$ cat src/rtl/reg_load_arbiter.sv
// Purpose: round-robin arbiter that loads one requester's data into a shared register.
// Latency: a grant is combinational in the grant cycle; q/q_owner update on the following edge.
// Backpressure: req_ready is withheld during reset and for HOLD_CYCLES cycles after every load.
//
// Ports:
//   clk        clock, all state on rising edge
//   reset      synchronous active-high reset
//   req_valid  per-requester request (must not depend on req_ready)
//   req_data   requester i data at [i*WIDTH +: WIDTH]
//   req_ready  one-hot grant; requester i is loaded when req_valid[i] & req_ready[i]
//   q          shared register value
//   q_owner    index of the requester that last loaded q
//   q_valid    q has been loaded at least once since reset
//   busy       high while in the post-load hold window
module reg_load_arbiter #(
   parameter int                WIDTH       = 8,
   parameter logic [WIDTH-1:0]  RESET_VALUE = '0,
   parameter int                NUM_REQ     = 4,
   parameter int                HOLD_CYCLES = 2,
   localparam int               OWNER_W     = (NUM_REQ > 1) ? $clog2(NUM_REQ) : 1
) (
   input  logic                     clk,
   input  logic                     reset,
   input  logic [NUM_REQ-1:0]       req_valid,
   input  logic [NUM_REQ*WIDTH-1:0] req_data,
   output logic [NUM_REQ-1:0]       req_ready,
   output logic [WIDTH-1:0]         q,
   output logic [OWNER_W-1:0]       q_owner,
   output logic                     q_valid,
   output logic                     busy
);

   // The hold counter only ever holds values 0 .. HOLD_CYCLES-1.
   localparam int CNT_W     = (HOLD_CYCLES > 2) ? $clog2(HOLD_CYCLES) : 1;
   localparam int HOLD_INIT = (HOLD_CYCLES > 0) ? HOLD_CYCLES - 1 : 0;

   typedef enum logic {
      ST_IDLE = 1'b0,
      ST_HOLD = 1'b1
   } state_t;

   state_t               state_q;
   state_t               state_nxt;
   logic [CNT_W-1:0]     cnt_q;
   logic [CNT_W-1:0]     cnt_nxt;
   logic [OWNER_W-1:0]   ptr_q;
   logic [OWNER_W-1:0]   ptr_nxt;

   logic                 grant_found;
   logic [OWNER_W-1:0]   grant_idx;
   logic [OWNER_W-1:0]   cand;
   logic [WIDTH-1:0]     load_dat;
   logic                 load_en;

   // Round-robin search: first valid requester starting at ptr_q, wrapping
   // modulo NUM_REQ. Earlier hits take priority, so later ones are ignored.
   always_comb begin
      grant_found = 1'b0;
      grant_idx   = '0;
      cand        = '0;
      for (int k = 0; k < NUM_REQ; k++) begin
         cand = OWNER_W'((int'(ptr_q) + k) % NUM_REQ);
         if (!grant_found && req_valid[cand]) begin
            grant_found = 1'b1;
            grant_idx   = cand;
         end
      end
   end

   // Data of the selected requester.
   always_comb begin
      load_dat = '0;
      for (int i = 0; i < NUM_REQ; i++) begin
         if (grant_idx == OWNER_W'(i)) begin
            load_dat = req_data[i*WIDTH +: WIDTH];
         end
      end
   end

   // Pointer moves to the requester after the winner, wrapping at NUM_REQ-1.
   always_comb begin
      if (grant_idx == OWNER_W'(NUM_REQ - 1)) begin
         ptr_nxt = '0;
      end else begin
         ptr_nxt = grant_idx + 1'b1;
      end
   end

   // FSM next-state and outputs.
   always_comb begin
      state_nxt = state_q;
      cnt_nxt   = cnt_q;
      load_en   = 1'b0;
      busy      = 1'b0;
      req_ready = '0;
      case (state_q)
         ST_IDLE: begin
            // Reset suppresses the grant so nothing is loaded in a reset cycle.
            if (grant_found && !reset) begin
               req_ready[grant_idx] = 1'b1;
               load_en              = 1'b1;
               if (HOLD_CYCLES > 0) begin
                  state_nxt = ST_HOLD;
                  cnt_nxt   = CNT_W'(HOLD_INIT);
               end
            end
         end
         ST_HOLD: begin
            busy = 1'b1;
            if (cnt_q == '0) begin
               state_nxt = ST_IDLE;
            end else begin
               cnt_nxt = cnt_q - 1'b1;
            end
         end
         default: begin
            state_nxt = ST_IDLE;
         end
      endcase
   end

   always_ff @(posedge clk) begin
      if (reset) begin
         state_q <= ST_IDLE;
      end else begin
         state_q <= state_nxt;
      end
   end

   always_ff @(posedge clk) begin
      if (reset) begin
         cnt_q   <= '0;
         ptr_q   <= '0;
         q       <= RESET_VALUE;
         q_owner <= '0;
         q_valid <= 1'b0;
      end else begin
         cnt_q <= cnt_nxt;
         if (load_en) begin
            q       <= load_dat;
            q_owner <= grant_idx;
            q_valid <= 1'b1;
            ptr_q   <= ptr_nxt;
         end
      end
   end

endmodule
$ cat config.mk
export PLATFORM = sky130hd
export DESIGN_NAME = reg_load_arbiter
export DESIGN_NICKNAME = d
export VERILOG_FILES = /design/src/rtl/reg_load_arbiter.sv
export SDC_FILE = /design/constraint.sdc
export NUM_CORES = 1
export LEC_CHECK = 0
export ABC_AREA = 0
export BUFFER_PORTS_ARGS = -buffer_cell sky130_fd_sc_hd__buf_2
export CORE_UTILIZATION = 39
export DETAILED_ROUTE_END_ITERATION = 10
export PLACE_DENSITY = 0.74
export SYNTH_ARGS = -nofsm -noshare
export SYNTH_HDL_FRONTEND = slang
export SYNTH_SLANG_ARGS = --single-unit
$ cat constraint.sdc
create_clock -name clk -period 2.4 [get_ports clk]
set_clock_uncertainty 0.1 [all_clocks]
set_input_delay 0.24 -clock clk [delete_from_list [all_inputs] [get_ports clk]]
set_output_delay 0.24 -clock clk [all_outputs]
set_load 0.05 [all_outputs]
==> results of run 1 <==
[per-layer routing]
metal | part of all wire | routed length (um)
met3 | 0.054 | 148
met2 | 0.52 | 1430
met1 | 0.40 | 1080
met5 | 0 | 0
met4 | 0.026 | 72
[where the power goes]
part	internal (mW)	total (mW)	switching [mW]
logic	0.251	0.639	0.389
clock network	0.0646	0.146	0.0810
registers	0.296	0.326	0.0297
total	0.612	1.11	0.500
[worst paths after layout]
kind,start,end,slack [ns],depth (start not counted)
worst min-delay path,reset,ptr_q[0]$_SDFFE_PP0P_,0.10,2
worst max-delay path,ptr_q[1]$_SDFFE_PP0P_,req_ready[3],0.08,7
worst max register to register,ptr_q[1]$_SDFFE_PP0P_,q[5]$_SDFFE_PP0P_,0.15,10
worst min register to register,q_valid$_SDFFE_PP0P_,q_valid$_SDFFE_PP0P_,0.35,1
[layout make-up]
cell class              instances  area share
inverters                      12      0.0321
well taps                      28      0.0250
clock buffers                   4      0.0187
flip-flops and latches         15       0.217
repair buffers                 60       0.244
multi-input cells              81       0.463
[cells in the mapped netlist, types with 2 or more instances]
library cell   n  area, um^2
dfxtp_1       15         300
a21oi_1       14        70.1
a21oi_2       14         123
inv_1         12        45.0
a211o_1        8        70.1
a221oi_1       8        70.1
nor2_1         6        22.5
buf_2          5        25.0
and2_1         4        25.0
ha_1           4        50.1
nand2_1        3        11.3
a21o_1         2        15.0
clkbuf_1       2        7.51
nand2b_1       2        12.5
nand3_1        2        10.0
nor3_1         2        10.0
[timing repair]
action,CTS,global route
endpoints found under the setup margin,5,12
resized for setup,6,10
pin swaps,0,1
setup buffers,0,3
[sequential cells by signal, indices dropped and copies added (netlist names)]
register / flops
q_owner: 2
q: 8
ptr_q: 2
q_valid: 1
state_q: 1
cnt_q: 1
[metrics by stage]
step	TNS, ns	worst slack, ns	util	hold slack (ns)	instances
global route	-0.291	-0.0733	0.611	0.104	200
CTS	0	0.00640	0.576	0.0793	197
finish	0	0.0804	0.611	0.105	200
detailed placement	0	0.0119	0.557	0.339	193
global placement	0	0.121	0.557	0.332	193
floorplan	0	0.0537	-	0.212	117
[kinds of logic (layout without fill, tap and decap cells)]
group / after synthesis / in the layout
fa+ha+maj: 4 / 4
simple gates: 26 / 26
mux: 1 / 1
flops: 15 / 15
compound gates: 50 / 50
buf+inv: 21 / 76
==> impl_metrics.yaml, run 1 <==
cts:
  cts_max_level: 1
  numCtsBuffers: 3
  cts_tree: "built"
  hold_buffers: 0
  cts_sinks: 15
  clk_pin_slew_ns: 0.09
  clkLatencyLatePin_ns: 0.29
  root_buffer: "clkbuf_4"
  clockBufferDepth: 2
worst_setup_path:
  worst-path-buf-inv: 2
  worstSetupEndpointType: "primary output"
  required_ns: 2.06
  start_kind: "register"
  crit_chain: "mux2i_1 -> nor2_1 -> nor4_2 -> buf_4 -> ha_2 -> and2_4 -> buf_4"
  cp_max_fo: 5
  cp_data_arrival_time_ns: 1.98
  slowest_stage: "dfxtp_4"
  critical-path-max-stage-delay_ns: 0.37
  cp_top_family: "simple AND/OR/NAND/NOR gates"
  crit_type: "register to primary output"
  path_common_cell: "buf_4"
synth:
  postSynthCellCount: 117
  yosysSeqAreaShare: 0.306
  synth-xor-area-share: 0
  synth_seq_cells: 15
  syn-cell-area_um2: 982
  synth_edf_count: 0
  syn_nets: 159
  synthMuxAreaShare: 0.0102
  synth.distinct_cells: 30
  synth_top_family_by_area: "compound AO/OA/AOI/OAI gates"
  synth-adder-area-share: 0.0510
  async_reset_ff_frac: 0
  ys_warn_count: 0
  synthSimpleGateAreaFrac: 0.158
  syn_area_per_cell_um2: 8.39
  synth_compound_area_frac: 0.381
  synth_flop_cell: "dfxtp_1"
timing:
  fmax_mhz: 431
  grt_setup_unrepaired: "yes"
  final.period_utilization: 0.967
  tightest_slew_ns: 0.570
  slew_headroom: 0.619
  setup_violations: 0
  slew_viol_final: 0
  final-hold-violation-count: 0
  min_period_ns: 2.32
global_route:
  antenna_found_initial: 0
  grt_busiest_layer: "met2"
  grt_pass1_vias: 1074
  gr-usage-all-layers: 0.217
  grt_pass1_wl_um: 4350
  grt_max_degree: 18
  use_met2: 0.421
  met1_usage: 0.221
  grt-ovfl-total: 0
  grtUsageMet3: 0.0580
finish:
  layout_commonest_cell: "buf_2"
  final_nets: 215
  areaGrowthSynthToFinish_pct: 42.9
  regArea_um2: 304
  final_cell_mix: "51 x buf_2, 14 x a21oi_1, 14 x a21oi_2, 14 x dfxtp_1, 12 x inv_1"
  multi_input_area_um2: 651
  num-fill-cells: 228
  drive_gt1_frac: 0.517
  fin_area_mm2: 0.00140
  antennaDiodeCount: 0
routing:
  drtIter0Drc: 6
  ant_nets: 0
  viasPerCell: 5.32
  vias: 1064
  wl_per_cell_um: 13.6
  dr.pass1.iters: 4
  totalWireLength_um: 2730
  drc: 0
placed_design:
  gp_congestion: 0.777
  placed_cell_area_mm2: 0.00128
  numPortBuffers: 53
  dp_hpwl_um: 1960
floorplanning:
  start_util: 0.428
  fp.dieH_um: 52.2
  die_x_um: 52.2
  num_io_pins: 54
  num_rows: 17
  die-area_mm2: 0.00272
  core_area_mm2: 0.00230
power:
  powerDensity_mw_per_mm2: 791
  p_total_mw: 1.11
  leakage_nw: 0.690
  ir_worst_vdd_mv: 0.649
job:
  max-cap-violations: 0
status:
  status: "completed"
hold_path:
  hp-class: "input pin to register"
(Power assumes the default switching activity.)
==> inputs of run 2 (changes only) <==
- CORE_MARGIN: not set -> 2
- MAX_ROUTING_LAYER: not set -> met4
==> impl_metrics.yaml, run 2 (synthesis gave the netlist of run 1 again) <==
routing:
  vias: 1078
  drtIter0Drc: 5
  totalWireLength_um: 2830
  dr.pass1.iters: 4
  viasPerCell: 5.21
  wl_per_cell_um: 13.7
  ant_nets: 0
  drc: 0
timing:
  final.period_utilization: 0.973
  min_period_ns: 2.33
  final.setup.tns_ns: 0
  grt_setup_unrepaired: "yes"
  tightest_slew_ns: 0.909
  holdWs_ns: 0.0877
  final-hold-violation-count: 0
  setup_violations: 0
  fmax_mhz: 428
  slew_viol_final: 0
  slew_headroom: 0.390
worst_setup_path:
  crit-reg2reg-capture: "q[6]$_SDFFE_PP0P_"
  worstSetupEndpointType: "primary output"
  required_ns: 2.06
  cp_data_arrival_time_ns: 1.99
  start_kind: "register"
  cp_max_fo: 5
  crit_type: "register to primary output"
  reg2regPathDepth: 10
  r2r_slack_ns: 0.12
  worstReg2RegStart: "ptr_q[1]$_SDFFE_PP0P_"
finish:
  stdcell_count: 207
  final_nets: 220
  final_cell_mix: "50 x buf_2, 14 x a21oi_1, 14 x a21oi_2, 14 x dfxtp_1"
  layout_commonest_cell: "buf_2"
  antennaDiodeCount: 0
  num-fill-cells: 230
  areaGrowthSynthToFinish_pct: 47.5
  top_register: "q"
  largest_register_ff_count: 8
  reg_top3: "q (8), ptr_q (2), q_owner (2)"
  drive_gt1_frac: 0.542
floorplanning:
  core_area_mm2: 0.00243
  num_io_pins: 54
  start_util: 0.404
  die_x_um: 54.2
  fp.dieH_um: 54.2
  num_rows: 18
  die-area_mm2: 0.00294
cts:
  clkLatencyLatePin_ns: 0.28
  root_buffer: "clkbuf_4"
  cts_tree: "built"
  numCtsBuffers: 3
  clk_pin_slew_ns: 0.09
  clockBufferDepth: 2
  cts_sinks: 15
  cts_max_level: 1
hold_path:
  hp-class: "input pin to register"
  hold_depth: 2
  hold_start: "reset"
  min_to: "state_q$_SDFF_PP0_"
global_route:
  grt_pass1_vias: 1053
  antenna_found_initial: 0
  gr-usage-all-layers: 0.208
  grt_pass1_wl_um: 4260
  grt_max_degree: 18
  grt-ovfl-total: 0
power:
  leakage_nw: 0.711
  ir_worst_vdd_mv: 0.469
  powerDensity_mw_per_mm2: 783
  p_total_mw: 1.14
placed_design:
  gp_congestion: 0.784
  dp_hpwl_um: 1980
  numPortBuffers: 53
  dp.cells: 193
job:
  max-cap-violations: 0
status:
  status: "completed"
run 2: cell count changes in the layout (fill, tap and decap cells not counted), moves of 2 or more:
cell / delta
buf_8: +2
buf_4: +5
a221oi_2: -3
a221oi_1: +3
run 2: layout make-up:
class / instances / area [um^2] / share of cell area
Multi-Input combinational cell: 81 / 654 / 0.452
Inverter: 12 / 45.0 / 0.0311
Tap cell: 30 / 37.5 / 0.0259
Timing Repair Buffer: 65 / 382 / 0.263
Clock buffer: 4 / 26.3 / 0.0181
Sequential cell: 15 / 304 / 0.210
run 2: layer usage:
metal	routed length [um]	up-vias	part of all wire	global-route usage
met5	0	-	0	-
met4	17	0	0.0060	0.0667
met3	215	4	0.076	0.0694
met2	1470	43	0.52	0.376
met1	1140	485	0.40	0.208
li1	-	546	-	-
run 2: power breakdown:
| group | internal (mW) | switching (mW) |
|---|---|---|
| logic | 0.270 | 0.392 |
| clock network | 0.0646 | 0.0813 |
| registers | 0.297 | 0.0298 |
run 2: worst max-delay path by stage:
stage	startpoint	end	cells past startpoint
4_1_cts	ptr_q[1]$_SDFFE_PP0P_	req_ready[2]	7
6_report	ptr_q[1]$_SDFFE_PP0P_	req_ready[1]	7
3_5_place_dp	ptr_q[1]$_SDFFE_PP0P_	q[6]$_SDFFE_PP0P_	9
5_1_grt	ptr_q[1]$_SDFFE_PP0P_	req_ready[1]	7
2_1_floorplan	ptr_q[1]$_SDFFE_PP0P_	req_ready[3]	7
3_3_place_gp	ptr_q[1]$_SDFFE_PP0P_	q[6]$_SDFFE_PP0P_	9
run 2: critical path: stages, from the launching register on:
cell	delay (ns)
dfxtp_4	0.37
mux2i_1	0.21
nor2_2	0.08
nor4_4	0.37
ha_2	0.28
buf_6	0.12
and2_4	0.14
buf_8	0.14
run 2: what timing repair did:
item	4_1_cts	5_1_grt
endpoints found under the setup margin	11	12
resized for setup	7	16
hold endpoints to repair	0	0
hold buffers	0	0
pin swaps	1	3
buffers inserted	1	9
run 2: per-stage QoR:
step	utilization	setup slack [ns]	area [um^2]
5_1_grt	0.596	-0.0732	1450
3_3_place_gp	0.516	0.0440	1250
6_report	0.596	0.0653	1450
3_5_place_dp	0.516	-0.0748	1250
4_1_cts	0.543	0.0412	1320
2_1_floorplan	-	0.0537	985
